### config.mk
export PLATFORM = sky130hd
export DESIGN_NAME = dcache_write_buffer
export DESIGN_NICKNAME = d
export VERILOG_FILES = /design/src/rtl/dcache_write_buffer.sv
export SDC_FILE = /design/constraint.sdc
export NUM_CORES = 1
export LEC_CHECK = 0
export BUFFER_PORTS_ARGS = -buffer_cell sky130_fd_sc_hd__buf_2
export CORE_UTILIZATION = 55
export CTS_CLUSTER_SIZE = 14
export DETAILED_ROUTE_END_ITERATION = 12
export HOLD_SLACK_MARGIN = 0.12
export PLACE_DENSITY = 0.79
export SYNTH_ARGS = -nofsm -noshare
export SYNTH_HDL_FRONTEND = slang
export SYNTH_SLANG_ARGS = --single-unit
### constraint.sdc
create_clock -name clk -period 5.7 [get_ports clk]
set_input_delay 0.855 -clock clk [delete_from_list [all_inputs] [get_ports clk]]
set_output_delay 0.855 -clock clk [all_outputs]
set_load 0.005 [all_outputs]
### src/rtl/dcache_write_buffer.sv
// dcache_write_buffer: posted write buffer between the L1 dcache memory port and L2/memory
// Ports: clk, rst_n (async, active-low); up_* is the L1 strobe / one-cycle ready-pulse side;
//        dn_* is the held-request memory side; wb_count/wb_empty report buffer occupancy.
module dcache_write_buffer #(
    parameter int ADDR_WIDTH = 32,
    parameter int DATA_WIDTH = 32,
    parameter int DEPTH      = 4
) (
    input  logic                         clk,
    input  logic                         rst_n,
    input  logic [ADDR_WIDTH-1:0]        up_addr,
    input  logic                         up_rd,
    input  logic                         up_wr,
    input  logic [DATA_WIDTH-1:0]        up_wdata,
    output logic [DATA_WIDTH-1:0]        up_rdata,
    output logic                         up_ready,
    output logic [ADDR_WIDTH-1:0]        dn_addr,
    output logic                         dn_rd,
    output logic                         dn_wr,
    output logic [DATA_WIDTH-1:0]        dn_wdata,
    input  logic [DATA_WIDTH-1:0]        dn_rdata,
    input  logic                         dn_ready,
    output logic [$clog2(DEPTH+1)-1:0]   wb_count,
    output logic                         wb_empty
);
    localparam int PW = $clog2(DEPTH);
    localparam int CW = $clog2(DEPTH+1);
    typedef enum logic [1:0] {IDLE, DRAIN, READ} state_t;
    state_t                state_q, state_d;
    logic [ADDR_WIDTH-1:0] addr_q [DEPTH];
    logic [DATA_WIDTH-1:0] data_q [DEPTH];
    logic [PW-1:0]         head_q, head_d, tail_q, tail_d, idx, hit_idx, cidx;
    logic [CW-1:0]         count_q, count_d;
    logic                  pw_valid_q, pr_valid_q, up_ready_q;
    logic [ADDR_WIDTH-1:0] pw_addr_q, pr_addr_q, dn_addr_q, enq_addr;
    logic [DATA_WIDTH-1:0] pw_data_q, dn_wdata_q, up_rdata_q, enq_data, head_wdata;
    logic                  acc, wr_s, rd_s, full, hit, chit, coal, wr_new, pop, pw_enq, enq;
    logic                  rd_hit, rd_miss, rd_done;
    // Youngest match wins: scan oldest to youngest so later matches override.
    // The in-flight head is readable but must not be coalesced into.
    always_comb begin
        hit     = 1'b0;
        hit_idx = '0;
        chit    = 1'b0;
        cidx    = '0;
        idx     = '0;
        for (int i = 0; i < DEPTH; i++) begin
            idx = head_q + PW'(i);
            if (CW'(i) < count_q && addr_q[idx] == up_addr) begin
                hit     = 1'b1;
                hit_idx = idx;
                if (!(i == 0 && state_q == DRAIN)) begin
                    chit = 1'b1;
                    cidx = idx;
                end
            end
        end
    end
    assign acc      = !pw_valid_q && !pr_valid_q;
    assign wr_s     = acc && up_wr;
    assign rd_s     = acc && up_rd && !up_wr;
    assign full     = count_q == CW'(DEPTH);
    assign coal     = wr_s && chit;
    assign wr_new   = wr_s && !chit;
    assign pop      = state_q == DRAIN && dn_ready;
    assign rd_done  = state_q == READ && dn_ready;
    assign pw_enq   = pw_valid_q && !full;
    assign enq      = (wr_new && !full) || pw_enq;
    assign enq_addr = pw_valid_q ? pw_addr_q : up_addr;
    assign enq_data = pw_valid_q ? pw_data_q : up_wdata;
    assign rd_hit   = rd_s && hit;
    assign rd_miss  = rd_s && !hit;
    assign head_d   = pop ? head_q + PW'(1) : head_q;
    assign tail_d   = enq ? tail_q + PW'(1) : tail_q;
    assign count_d  = count_q + CW'(enq) - CW'(pop);
    // A coalesce into the head in the cycle the drain launches must reach memory.
    assign head_wdata = (coal && cidx == head_q) ? up_wdata : data_q[head_q];
    assign state_d = state_q == IDLE  ? ((pr_valid_q || rd_miss) ? READ : (count_q != '0 ? DRAIN : IDLE)) :
                     state_q == DRAIN ? (dn_ready ? IDLE : DRAIN) :
                                        (dn_ready ? IDLE : READ);
    always_ff @(posedge clk) begin
        if (enq) begin
            addr_q[tail_q] <= enq_addr;
            data_q[tail_q] <= enq_data;
        end
        if (coal) data_q[cidx] <= up_wdata;
    end
    always_ff @(posedge clk or negedge rst_n) begin
        if (!rst_n) begin
            state_q    <= IDLE;
            head_q     <= '0;
            tail_q     <= '0;
            count_q    <= '0;
            pw_valid_q <= 1'b0;
            pw_addr_q  <= '0;
            pw_data_q  <= '0;
            pr_valid_q <= 1'b0;
            pr_addr_q  <= '0;
            dn_addr_q  <= '0;
            dn_wdata_q <= '0;
            up_ready_q <= 1'b0;
            up_rdata_q <= '0;
        end else begin
            state_q <= state_d;
            head_q  <= head_d;
            tail_q  <= tail_d;
            count_q <= count_d;
            if (state_q == IDLE && state_d == DRAIN) begin
                dn_addr_q  <= addr_q[head_q];
                dn_wdata_q <= head_wdata;
            end
            if (state_q == IDLE && state_d == READ) dn_addr_q <= pr_valid_q ? pr_addr_q : up_addr;
            if (wr_new && full) begin
                pw_valid_q <= 1'b1;
                pw_addr_q  <= up_addr;
                pw_data_q  <= up_wdata;
            end else if (pw_enq) begin
                pw_valid_q <= 1'b0;
            end
            if (rd_miss) begin
                pr_valid_q <= 1'b1;
                pr_addr_q  <= up_addr;
            end else if (rd_done) begin
                pr_valid_q <= 1'b0;
            end
            up_ready_q <= (wr_s && (chit || !full)) || pw_enq || rd_hit || rd_done;
            up_rdata_q <= rd_hit ? data_q[hit_idx] : rd_done ? dn_rdata : up_rdata_q;
        end
    end
    assign dn_rd    = state_q == READ;
    assign dn_wr    = state_q == DRAIN;
    assign dn_addr  = dn_addr_q;
    assign dn_wdata = dn_wdata_q;
    assign up_ready = up_ready_q;
    assign up_rdata = up_rdata_q;
    assign wb_count = count_q;
    assign wb_empty = count_q == '0;
endmodule
**Word-level counts from Yosys, hierarchy flattened**

Memory sizes are Yosys's and may differ from the RTL's. A register that Yosys moved wholly into a read port is not among the register bits.
Cells that the tools add are included.

- Register bits after elaboration: 205
- RAM bits: 256
- Input bits: 101
- Output and inout port bits: 103
- Word-level logic and storage cells: 121
- Memories: 2

Memory list:

| memory | words | width | read ports | clocked after memory_dff | wr ports | RTL line | text |
|---|---|---|---|---|---|---|---|
| addr_q | 4 | 32 | 4 | 0 | 1 | 30 | `logic [ADDR_WIDTH-1:0] addr_q [DEPTH];` |
| data_q | 4 | 32 | 2 | 1 | 1 | 31 | `logic [DATA_WIDTH-1:0] data_q [DEPTH];` |

- Add/sub/neg operators: 6
- $lt $le $gt $ge: 4
- Equality and inequality tests: 10
- Multiplexer cells: 43
- Bitwise logic cells: 1
- Reduce and logical (&&, ||, !) cells: 41

Operator list:

| operator | number |
|---|---|
| 32-bit 2-to-1 mux | 9 |
| 32-bit == test | 4 |
| 32-bit OR reduction | 1 |
| 2-bit 2-to-1 mux | 14 |
| 1-bit logical AND | 20 |
| 1-bit 2-to-1 mux | 20 |
| 2-bit nonzero test | 4 |
| 1-bit logical NOT | 7 |
| 1-bit logical OR | 6 |
| 1-bit by 3-bit less-than comparator with 1-bit output (first input constant) | 2 |
| 2-bit by 3-bit less-than comparator with 1-bit output (first input constant) | 2 |
| 2-bit by 1-bit adder with 2-bit output (second input constant) | 2 |
| 2-bit adder (second input constant) | 2 |
| 2-bit by 1-bit == test with 1-bit output (second input constant) | 2 |
| 2-bit == test (second input constant) | 2 |
| 3-bit by 1-bit adder with 3-bit output | 1 |
| 3-bit == test (second input constant) | 1 |
| 3-bit logical NOT | 1 |
| 3-bit nonzero test | 1 |
| 3-bit by 1-bit subtractor with 3-bit output | 1 |
| 2-bit == test | 1 |
| 2-bit logical NOT | 1 |
| 1-bit AND | 1 |

**Longest topological paths before layout**

Gate-level depths: netlist (run 1).
An unclocked memory read counts as a cell.

- Depth after elaboration: 16
- Gate-level depth with buffers: 22
- Depth with buffers taken out: 17

**Least setup slack after synthesis (run 1)**

OpenSTA, ideal clock, no wires.

- Kind: register to register
- Start: register head_q[1]
- End: memory data_q[0][0], enable pin
- Library setup time: 472 ps
- Arrival time: 5726 ps
- Required time: 5228 ps
- Path slack: -498 ps
- Cell stages (with the launch flop): 16
- Buffers on the path: 5
- Clock period less this slack: 6198 ps
- Path through: dfrtp_1 buf_2 buf_2 buf_4 buf_2 buf_2 mux2i_1 inv_1 o22ai_1 nor3_1 and2_1 a2111oi_2 a21oi_1 a21oi_1 inv_1 o32ai_1

- Longest elaborated chain between the ends: 14
- Elaborated cells on any way between the ends: 33
- Classes of those cells: 3 x add/sub; 4 x eq/ne; 15 x mux; 10 x reduce/logical; 1 x memory

RTL lines:

| item | RTL line | text |
|---|---|---|
| start: declaration | 32 | `logic [PW-1:0] head_q, head_d, tail_q, tail_d, idx, hit_idx, cidx;` |
| start signal: assignment | 91 | `head_q <= '0;` |
| start signal: assignment | 105 | `head_q <= head_d;` |
| parallel branches: the longest is 14 deep, another holds memory 4 x 32 bit | - |  |
| end: declaration | 31 |  |

Parallel ways; which one is timed is not known.

**Worst setup path in the final report (run 1)**

- Start: register head_q[0]
- End: register dn_addr_q[11] (netlist: dn_addr[11])

- Longest elaborated chain between the ends: 15
- Elaborated cells on any way between the ends: 28
- Classes of those cells: 3 x add/sub; 6 x eq/ne; 8 x mux; 10 x reduce/logical; 1 x memory

RTL lines:

| item | RTL line | text |
|---|---|---|
| 2-bit by 1-bit adder with 2-bit output / memory 4 x 32 bit (equally long branches) | - |  |
| memory 4 x 32 bit (*) | - |  |
| 32-bit == test / 1-bit logical AND (equally long branches) | 49 | `if (CW'(i) < count_q && addr_q[idx] == up_addr) begin` |
| 1-bit logical AND / 1-bit 2-to-1 mux (equally long branches) | 49 |  |
| 1-bit 2-to-1 mux (3 in a row) | 49 |  |
| 1-bit logical NOT | 72 | `assign rd_miss = rd_s && !hit;` |
| 1-bit logical AND | 72 |  |
| 1-bit logical OR | 78 | `assign state_d = state_q == IDLE ? ((pr_valid_q \|\| rd_miss) ? READ : (count_q != '0 ? DRAIN : IDLE)) :` |
| 2-bit 2-to-1 mux (2 in a row) | 78 |  |
| 2-bit == test / 2-bit by 1-bit == test with 1-bit output (equally long branches) | 112, 108 |  |
| 1-bit logical AND, on equally long branches | 112, 108 |  |
| 32-bit 2-to-1 mux / 2-bit nonzero test (equally long branches) | - |  |
| end signal: assignment | 109 | `dn_addr_q <= addr_q[head_q];` |
| end signal: assignment | 112 | `if (state_q == IDLE && state_d == READ) dn_addr_q <= pr_valid_q ? pr_addr_q : up_addr;` |
| end: declaration | 35 | `logic [ADDR_WIDTH-1:0] pw_addr_q, pr_addr_q, dn_addr_q, enq_addr;` |

Mark *: on every way between the ends. The rest lies on a longest branch, timed or not. The select of a mux whose other input is x is not followed.
A chain may end at the register's enable or synchronous reset.

==> results of run 1 <==
[logic make-up after synthesis]
logic type | synth area share
compound gates | 0.06454
xor+xnor | 0.03938
fa+ha+maj | 0.004655
buf+inv | 0.03390
flops | 0.5340
mux | 0.2659
simple gates | 0.05766
[worst min path at each step]
stage / slack, ps / endpoint
6_report: 240 / pw_addr_q[2]$_DFFE_PN0P_
5_1_grt: 310 / pw_addr_q[2]$_DFFE_PN0P_
4_1_cts: 290 / pw_addr_q[12]$_DFFE_PN0P_
3_5_place_dp: 460 / flop
3_3_place_gp: 460 / flop
2_1_floorplan: 440 / flop
[per-stage QoR]
| step | total power [µW] | setup slack [ps] | hold WS [ps] |
|---|---|---|---|
| after CTS | 16460 | 623.2 | 289.2 |
| after floorplan | 10650 | 199.8 | 441.8 |
| after global placement | 12730 | 705.3 | 458.4 |
| final | 16470 | 589.7 | 235.5 |
| after global routing | 17230 | 297.2 | 309.6 |
| after detailed placement | 12960 | 650.7 | 462.8 |
[cell usage in the layout, fill, tap and decap left out, types with 31 or more instances in the layout]
cell type / count
edfxtp_1: 288
mux2_2: 256
buf_2: 202
dfrtp_1: 201
mux2i_1: 169
nand2_1: 130
mux4_2: 95
xnor2_1: 85
nor2_1: 77
clkbuf_16: 52
a21oi_1: 41
buf_4: 40
xor2_1: 31
a221oi_1: 31
[layer usage]
layer	vias to the layer above	track usage	wire length, µm
met5	-	0	26
met4	4	0.1063	2319
met3	157	0.05971	6280
met2	858	0.4703	33440
met1	8833	0.4139	28570
li1	7404	-	-
[synth_stat cells (all sizes together) (30+ instances only)]
cell,number
edfxtp,288
mux2,267
dfrtp,205
mux2i,170
nand2,130
mux4,95
xnor2,85
buf,82
nor2,78
clkbuf,64
a21oi,41
a221oi,31
xor2,31
a22o,30
[power breakdown]
part           switching [µW]  internal [µW]  total (µW)
Combinational            3880           3340        7230
Clock                    1490           1970        3460
Sequential                748           5040        5790
Total                    6120          10400       16500
[layout make-up]
| cell class | instances | share of cell area |
|---|---|---|
| clock inverter | 31 | 0.01245 |
| sequential | 493 | 0.4714 |
| timing repair buffer | 257 | 0.05492 |
| clock buffer | 65 | 0.04821 |
| antenna | 3 | 0.0002566 |
| tap | 600 | 0.02566 |
| inverter | 24 | 0.003122 |
| multi-input combinational | 1185 | 0.3839 |
==> qor.csv, run 1 <==
metric,value,unit
synth_top_area_cell,edfxtp_1,
final-instance-count-excl-fill,2658,
worstSetupPathDepth,14,
r2r.worst_path.cells,14,
p_per_area,563.2,mW/mm²
avgRoutedWirePerCell,26.58,µm
timing.rr.end,dn_addr[11]$_DFFE_PN0P_,
clock_sinks,493,
overflow,0,
critPathCaptureType,flop,
tightest_slew,863.2,ps
path_cells,buf_12 -> mux4_2 -> xor2_1 -> nor4_1 -> nand2_1 -> nor4_1 -> and4_1 -> nor4_1 -> and4b_2 -> buf_4 -> o21a_1 -> nor2_2 -> buf_4 -> a221o_1,
grt.total_usage,0.2991,
synthArstFlopShare,0.4158,
seq_area,0.01379,mm²
synthFlopType,edfxtp_1,
grt_setup_unrepaired,false,
drv_slew,0,
via_count,17256,
leakagePower,0.01152,µW
clk_path_buf_depth,3,
synth-seq-area-share,0.5340,
fin_util,0.6377,
clk_pin_slew,60,ps
status,"finished, final reports clean",
layout-drive-gt1-share,0.3528,
hold_violations,0,
synth_cell_type_count,78,
syn_area,0.02580,mm²
crit_arrival,5650,ps
initial_core_util,0.5625,
drt-initial-drc-count,1835,
yosys.area.top_type_share,0.3352,
cp.required,6240,ps
worstSetupPathType,reg2reg,
fin_setup_tns,0,ps
worstSetupStartpointType,flop,
multi_input_area,0.01123,mm²
maxCapViolCount,0,
post_dp_cell_area,0.02747,mm²
cts_hold_buffers,0,
drt_pass1_iterations,6,
r2r-start,head_q[0]$_DFFE_PN0P_,
drtAntennaViolNets,0,
r2r_slack,590,ps
synthCells,1848,
clockRootBuffer,clkbuf_16,
die_x,218.6,µm
synth_edf_count,288,
vdd_drop_max,0.3602,mV
fin_skew,41.51,ps
syn_area_per_cell,13.96,µm²
clk_latency,640,ps
period_needed,5110,ps
wl,70.64,mm
gp_congestion,1.002,
port_buffers,203,
crit_path_start,head_q[0]$_DFFE_PN0P_,
rows,78,
maxClockFrequency,0.1957,GHz
crit_slowest_cell,nor4_1,
grt_pass1_wl,105.9,mm
vias_per_cell,6.492,
ys_seq_elements,493,
n_fill_cell,3326,
core,0.04587,mm²
grt_pass1_vias,17318,
stdcell_area,0.02925,mm²
cts_tree,built,
cpMostUsedCell,nor4_1,
cp_max_fo,37,
dp_hpwl,46.54,mm
synth.area.top_cells,"edfxtp_1 (34%), dfrtp_1 (20%), mux2_2 (11%)",
hp-class,in2async,
grt_start_max_net_pins,92,
synth_nets,1958,
dp.cells,2559,
critical-path-max-stage-delay,710,ps
maxSlewHeadroom,0.4231,
areaGrowthSynthToFinish,13.37,%
die_h,218.6,µm
critPathTopFamily,simple AND/OR/NAND/NOR gates,
drc,0,
yosys_warnings,0,
ios,204,
endpoint,dn_addr[11]$_DFFE_PN0P_,
h-tree-depth,2,
die_area,0.04778,mm²
final_nets,2122,
grt_antenna_before_repair,5,
worstPathBufferInverterCount,3,
cts_buffers,51,
postCtsSetupBuffers,0,
postCtsResizedCells,0,
min_period_over_period,0.8965,
setup_violations,0,
Note: power is estimated with default switching activity, not from simulation.
==> run 2: changes to the inputs <==
--- a/config.mk
+++ b/config.mk
@@ -6,6 +6,7 @@
 export NUM_CORES = 1
 export LEC_CHECK = 0
 export BUFFER_PORTS_ARGS = -buffer_cell sky130_fd_sc_hd__buf_2
+export CORE_MARGIN = 2
 export CORE_UTILIZATION = 55
 export CTS_CLUSTER_SIZE = 14
 export DETAILED_ROUTE_END_ITERATION = 12
==> run 2 against run 1 <==
- worst hold slack improved by 41 ps
- critical path depth decreased by 2
- clock-buffer cell count decreased by 2
- design area grew 0.14%
- sequential share of layout area down 0.075 points
- critical endpoint is now up_rdata[25]$_DFFE_PN0P_
- sequential power rose by 0.7%
- clock skew is 13 ps lower
- wire length up 0.46%
- highest routed layer unchanged
- fmax is 3.9% lower
==> qor.csv, run 2 (synthesis gave the netlist of run 1 again) <==
metric,value,unit
r2r-start,head_q[0]$_DFFE_PN0P_,
critPathTopFamily,compound AO/OA/AOI/OAI gates,
met2_usage,0.4678,
grt.total_usage,0.2916,
worstSetupPathType,reg2reg,
final_cell_mix,"edfxtp_1 (288), mux2_2 (256), buf_2 (202)",
hp-class,in2async,
vdd_drop_max,0.3970,mV
clk_pin_slew,60,ps
clk_latency,630,ps
maxCapViolCount,0,
via_count,17282,
r2r_slack,380,ps
crit_arrival,5850,ps
p_per_area,564.2,mW/mm²
clk_path_buf_depth,3,
drc,0,
overflow,0,
clockRootBuffer,clkbuf_16,
grt_start_max_net_pins,112,
initial_core_util,0.5554,
leakagePower,0.01153,µW
post_dp_cell_area,0.02748,mm²
gp_congestion,0.9356,
drv_slew,0,
pre_cts_ws,578.0,ps
postCtsSetupBuffers,0,
grt_antenna_before_repair,10,
postCtsResizedCells,0,
drt_pass1_iterations,6,
wl,70.96,mm
areaGrowthSynthToFinish,13.53,%
cp_max_fo,57,
cts_buffers,52,
final_common_cell,edfxtp_1,
crit_slowest_cell,a2111oi_0,
timing.rr.end,up_rdata[25]$_DFFE_PN0P_,
worstSetupStartpointType,flop,
maxSlewHeadroom,0.2875,
critPathCaptureType,flop,
cpMostUsedCell,o211ai_1,
cp.required,6230,ps
grt_setup_unrepaired,false,
avgRoutedWirePerCell,26.61,µm
min_period_over_period,0.9329,
setup_slack,382.7,ps
grt_pass1_vias,17385,
core,0.04646,mm²
layout-drive-gt1-share,0.3505,
rows,79,
r2r.worst_path.cells,12,
h-tree-depth,2,
setup_violations,0,
fin_skew,28.07,ps
n_fill_cell,3350,
tightest_slew,1042,ps
critical-path-max-stage-delay,950,ps
status,"finished, final reports clean",
drt-initial-drc-count,1729,
fin_util,0.6305,
maxClockFrequency,0.1881,GHz
die_area,0.04866,mm²
cts_tree,built,
hold_violations,0,
ios,204,
period_needed,5317,ps
stdcell_area,0.02929,mm²
grt_util_met3,0.05567,
grt_pass1_wl,106.0,mm
path_cells,buf_12 -> mux2i_1 -> xor2_1 -> o211ai_1 -> a2111oi_0 -> and4_1 -> o211ai_1 -> a31oi_1 -> and3b_2 -> buf_4 -> mux2_2 -> a21oi_1,
port_buffers,203,
drtAntennaViolNets,0,
vias_per_cell,6.480,
die_h,220.6,µm
dp_hpwl,46.87,mm
fin_setup_tns,0,ps
clock_sinks,493,
met1_usage,0.3944,
die_x,220.6,µm
cts_hold_buffers,0,
final_nets,2120,
worstPathBufferInverterCount,2,
gr-max-usage-layer,met2,
run 2: power breakdown:
part	internal, µW	switching (µW)	total, µW
Clock	2030	1500	3530
Sequential	5040	785	5830
Combinational	3350	3820	7170
Total	10400	6110	16500
run 2: worst max-delay path by stage:
stage | start | slack (ps) | end | depth (start not counted)
3_3_place_gp | head_q[0]$_DFFE_PN0P_ | 670 | wb_count[2]$_DFF_PN0_ | 17
6_report | head_q[0]$_DFFE_PN0P_ | 380 | up_rdata[25]$_DFFE_PN0P_ | 12
5_1_grt | head_q[0]$_DFFE_PN0P_ | 180 | wb_count[2]$_DFF_PN0_ | 17
4_1_cts | head_q[0]$_DFFE_PN0P_ | 580 | wb_count[2]$_DFF_PN0_ | 17
3_5_place_dp | head_q[0]$_DFFE_PN0P_ | 580 | dn_addr[11]$_DFFE_PN0P_ | 13
2_1_floorplan | up_addr[31] | 200 | data_q[2][0]$_DFFE_PP_ | 12
run 2: layout make-up:
cell class	instances	area (µm²)	area share
Antenna cell	6	15.01	0.0005126
Clock buffer	63	1383	0.04720
Clock inverter	35	411.6	0.01405
Inverter	24	91.34	0.003118
Multi-Input combinational cell	1185	11220	0.3831
Sequential cell	493	13790	0.4707
Tap cell	607	759.5	0.02593
Timing Repair Buffer	254	1622	0.05536
run 2: metal layers:
layer,wire (µm),up-vias,share of wire
li1,-,7397,-
met1,28110,8860,0.40
met2,34050,847,0.48
met3,5837,170,0.082
met4,2912,8,0.041
met5,53,-,0.00075
run 2: per-stage QoR:
stage | cells | total power [µW] | hold WS [ps]
floorplan | 1848 | 10650 | 441.8
global placement | 2563 | 12730 | 453.8
detailed placement | 2563 | 12910 | 466.1
CTS | 2661 | 16500 | 307.5
global route | 2665 | 17300 | 355.7
finish | 2667 | 16530 | 276.9
==> run 3: changes to the inputs <==
--- a/config.mk
+++ b/config.mk
@@ -7,11 +7,12 @@
 export LEC_CHECK = 0
 export BUFFER_PORTS_ARGS = -buffer_cell sky130_fd_sc_hd__buf_2
 export CORE_MARGIN = 2
-export CORE_UTILIZATION = 55
+export CORE_UTILIZATION = 54
 export CTS_CLUSTER_SIZE = 14
 export DETAILED_ROUTE_END_ITERATION = 12
+export GPL_TIMING_DRIVEN = 0
 export HOLD_SLACK_MARGIN = 0.12
-export PLACE_DENSITY = 0.79
+export PLACE_DENSITY = 0.78
 export SYNTH_ARGS = -nofsm -noshare
 export SYNTH_HDL_FRONTEND = slang
 export SYNTH_SLANG_ARGS = --single-unit
==> constraint.sdc (replaced) <==
create_clock -name clk -period 5.7 [get_ports clk]
set_input_delay 0.285 -clock clk [delete_from_list [all_inputs] [get_ports clk]]
set_output_delay 0.285 -clock clk [all_outputs]
set_load 0.005 [all_outputs]
==> run 3 against run 2 <==
- worst setup slack lost 310 ps
- utilization grew 0.95 points
- combinational power grew 14%
- sequential power shrank 2%
- worst hold slack lost 61 ps
- critical path depth grew 4
- first-iteration DRC count grew 43%
- flip-flop and latch count is the same
- clock skew grew 23 ps
- clock power shrank 2%
- clock-buffer cell count grew 10
- largest cell class unchanged
==> qor.csv, run 3 (synthesis gave the netlist of run 1 again) <==
metric,value,unit
cp.required,6250,ps
drtAntennaViolNets,0,
die_x,222.6,µm
maxClockFrequency,0.1778,GHz
drc,0,
whs,216.3,ps
clockRootBuffer,clkbuf_16,
min_from,up_wr,
period_needed,5625,ps
initial_core_util,0.5438,
r2r.worst_path.cells,16,
timing.rr.end,up_rdata[23]$_DFFE_PN0P_,
hold_violations,0,
leakagePower,0.01198,µW
hp-class,in2reg,
status,"finished, final reports clean",
die_h,222.6,µm
cp_max_fo,10,
hold_depth,4,
rows,80,
ios,204,
p_per_area,570.8,mW/mm²
worstSetupPathType,reg2reg,
grt.total_usage,0.3437,
die_area,0.04955,mm²
drt-initial-drc-count,2472,
via_count,18786,
layout-drive-gt1-share,0.3297,
final_common_cell,edfxtp_1,
fin_skew,51.03,ps
grt_pass1_wl,124.8,mm
critPathCaptureType,flop,
min_period_over_period,0.9869,
dp_hpwl,59.30,mm
drv_slew,0,
clk_path_buf_depth,3,
final_nets,2271,
cts_tree,built,
clock_sinks,493,
n_fill_cell,3409,
wl,85.45,mm
vias_per_cell,6.650,
tightest_slew,1359,ps
core,0.04745,mm²
drt_pass1_iterations,6,
areaGrowthSynthToFinish,17.70,%
fin_setup_tns,0,ps
avgRoutedWirePerCell,30.25,µm
fin_util,0.6401,
grt_antenna_before_repair,7,
maxCapViolCount,0,
setup_violations,0,
gp_congestion,1.024,
grt_pass1_vias,18955,
clk_pin_slew,70,ps
crit_path_start,head_q[0]$_DFFE_PN0P_,
maxSlewHeadroom,0.09399,
totalPowerFinal,17330,µW
h-tree-depth,2,
final_cell_mix,"edfxtp_1 (288), mux2_2 (256), buf_2 (214)",
grt_setup_unrepaired,false,
cts_buffers,52,
r2r_slack,70,ps
vdd_drop_max,0.3492,mV
crit_arrival,6170,ps
worstSetupStartpointType,flop,
r2r-start,head_q[0]$_DFFE_PN0P_,
overflow,0,
grt_start_max_net_pins,113,
clk_latency,660,ps
port_buffers,181,
-- run 3: repair_timing --
action | in CTS | in global routing
endpoints found under the hold margin | 319 | 0
resized for setup | 12 | 20
pin swaps | 1 | 0
buffers inserted | 2 | 1
setup endpoints to repair | 356 | 295
hold buffers | 66 | 0
-- run 3: cell type report --
cell class,instances,area [µm²],area share
antenna,5,12.51,0.0004120
buffer,145,809.5,0.02666
clock buffer,73,1484,0.04886
clock inverter,25,257.7,0.008487
inverter,24,90.09,0.002966
multi-input combinational,1185,11310,0.3723
sequential,493,13780,0.4537
tap,615,769.5,0.02534
timing repair buffer,260,1862,0.06131
-- run 3: worst max path at each step --
stage,endpoint,slack (ps),depth (start not counted)
4_1_cts,up_rdata[23]$_DFFE_PN0P_,4,14
3_3_place_gp,data_q[2][0]$_DFFE_PP_,-2550,14
3_5_place_dp,flop,-580,15
6_report,up_rdata[23]$_DFFE_PN0P_,70,16
2_1_floorplan,data_q[2][0]$_DFFE_PP_,310,15
5_1_grt,wb_count[2]$_DFF_PN0_,20,20
-- run 3: power by group --
part	total, µW	switching (µW)	internal [µW]
registers	5700	666	5030
logic	8180	4670	3500
clock network	3460	1520	1940
-- run 3: layer usage --
layer | track usage | vias to the layer above | routed length (µm)
li1 | - | 7726 | -
met5 | 0 | - | 40
met1 | 0.4629 | 9624 | 32780
met3 | 0.06599 | 247 | 8413
met2 | 0.5492 | 1183 | 40480
met4 | 0.1466 | 6 | 3737
-- run 3: worst max-delay path: stages, from the launching register on --
cell       delay [ps]
dfrtp_1           340
buf_6             170
buf_12            180
buf_12            180
buf_6             220
mux2i_1           570
o22ai_1           280
a221oi_1          500
o2111ai_1         170
or3_1             510
nor3_2            320
nor4_1            120
nor4bb_1          560
clkbuf_2          460
clkbuf_1          530
nor2_1            160
a21oi_1           240
-- run 3: per-stage QoR --
| stage | cell area [µm²] | setup slack [ps] | instances |
|---|---|---|---|
| floorplan | 25810 | 305.6 | 1848 |
| global placement | 27490 | -2547 | 2644 |
| detailed placement | 27780 | -575.1 | 2654 |
| CTS | 30250 | 3.882 | 2820 |
| global route | 30360 | 15.43 | 2823 |
| finish | 30370 | 74.94 | 2825 |
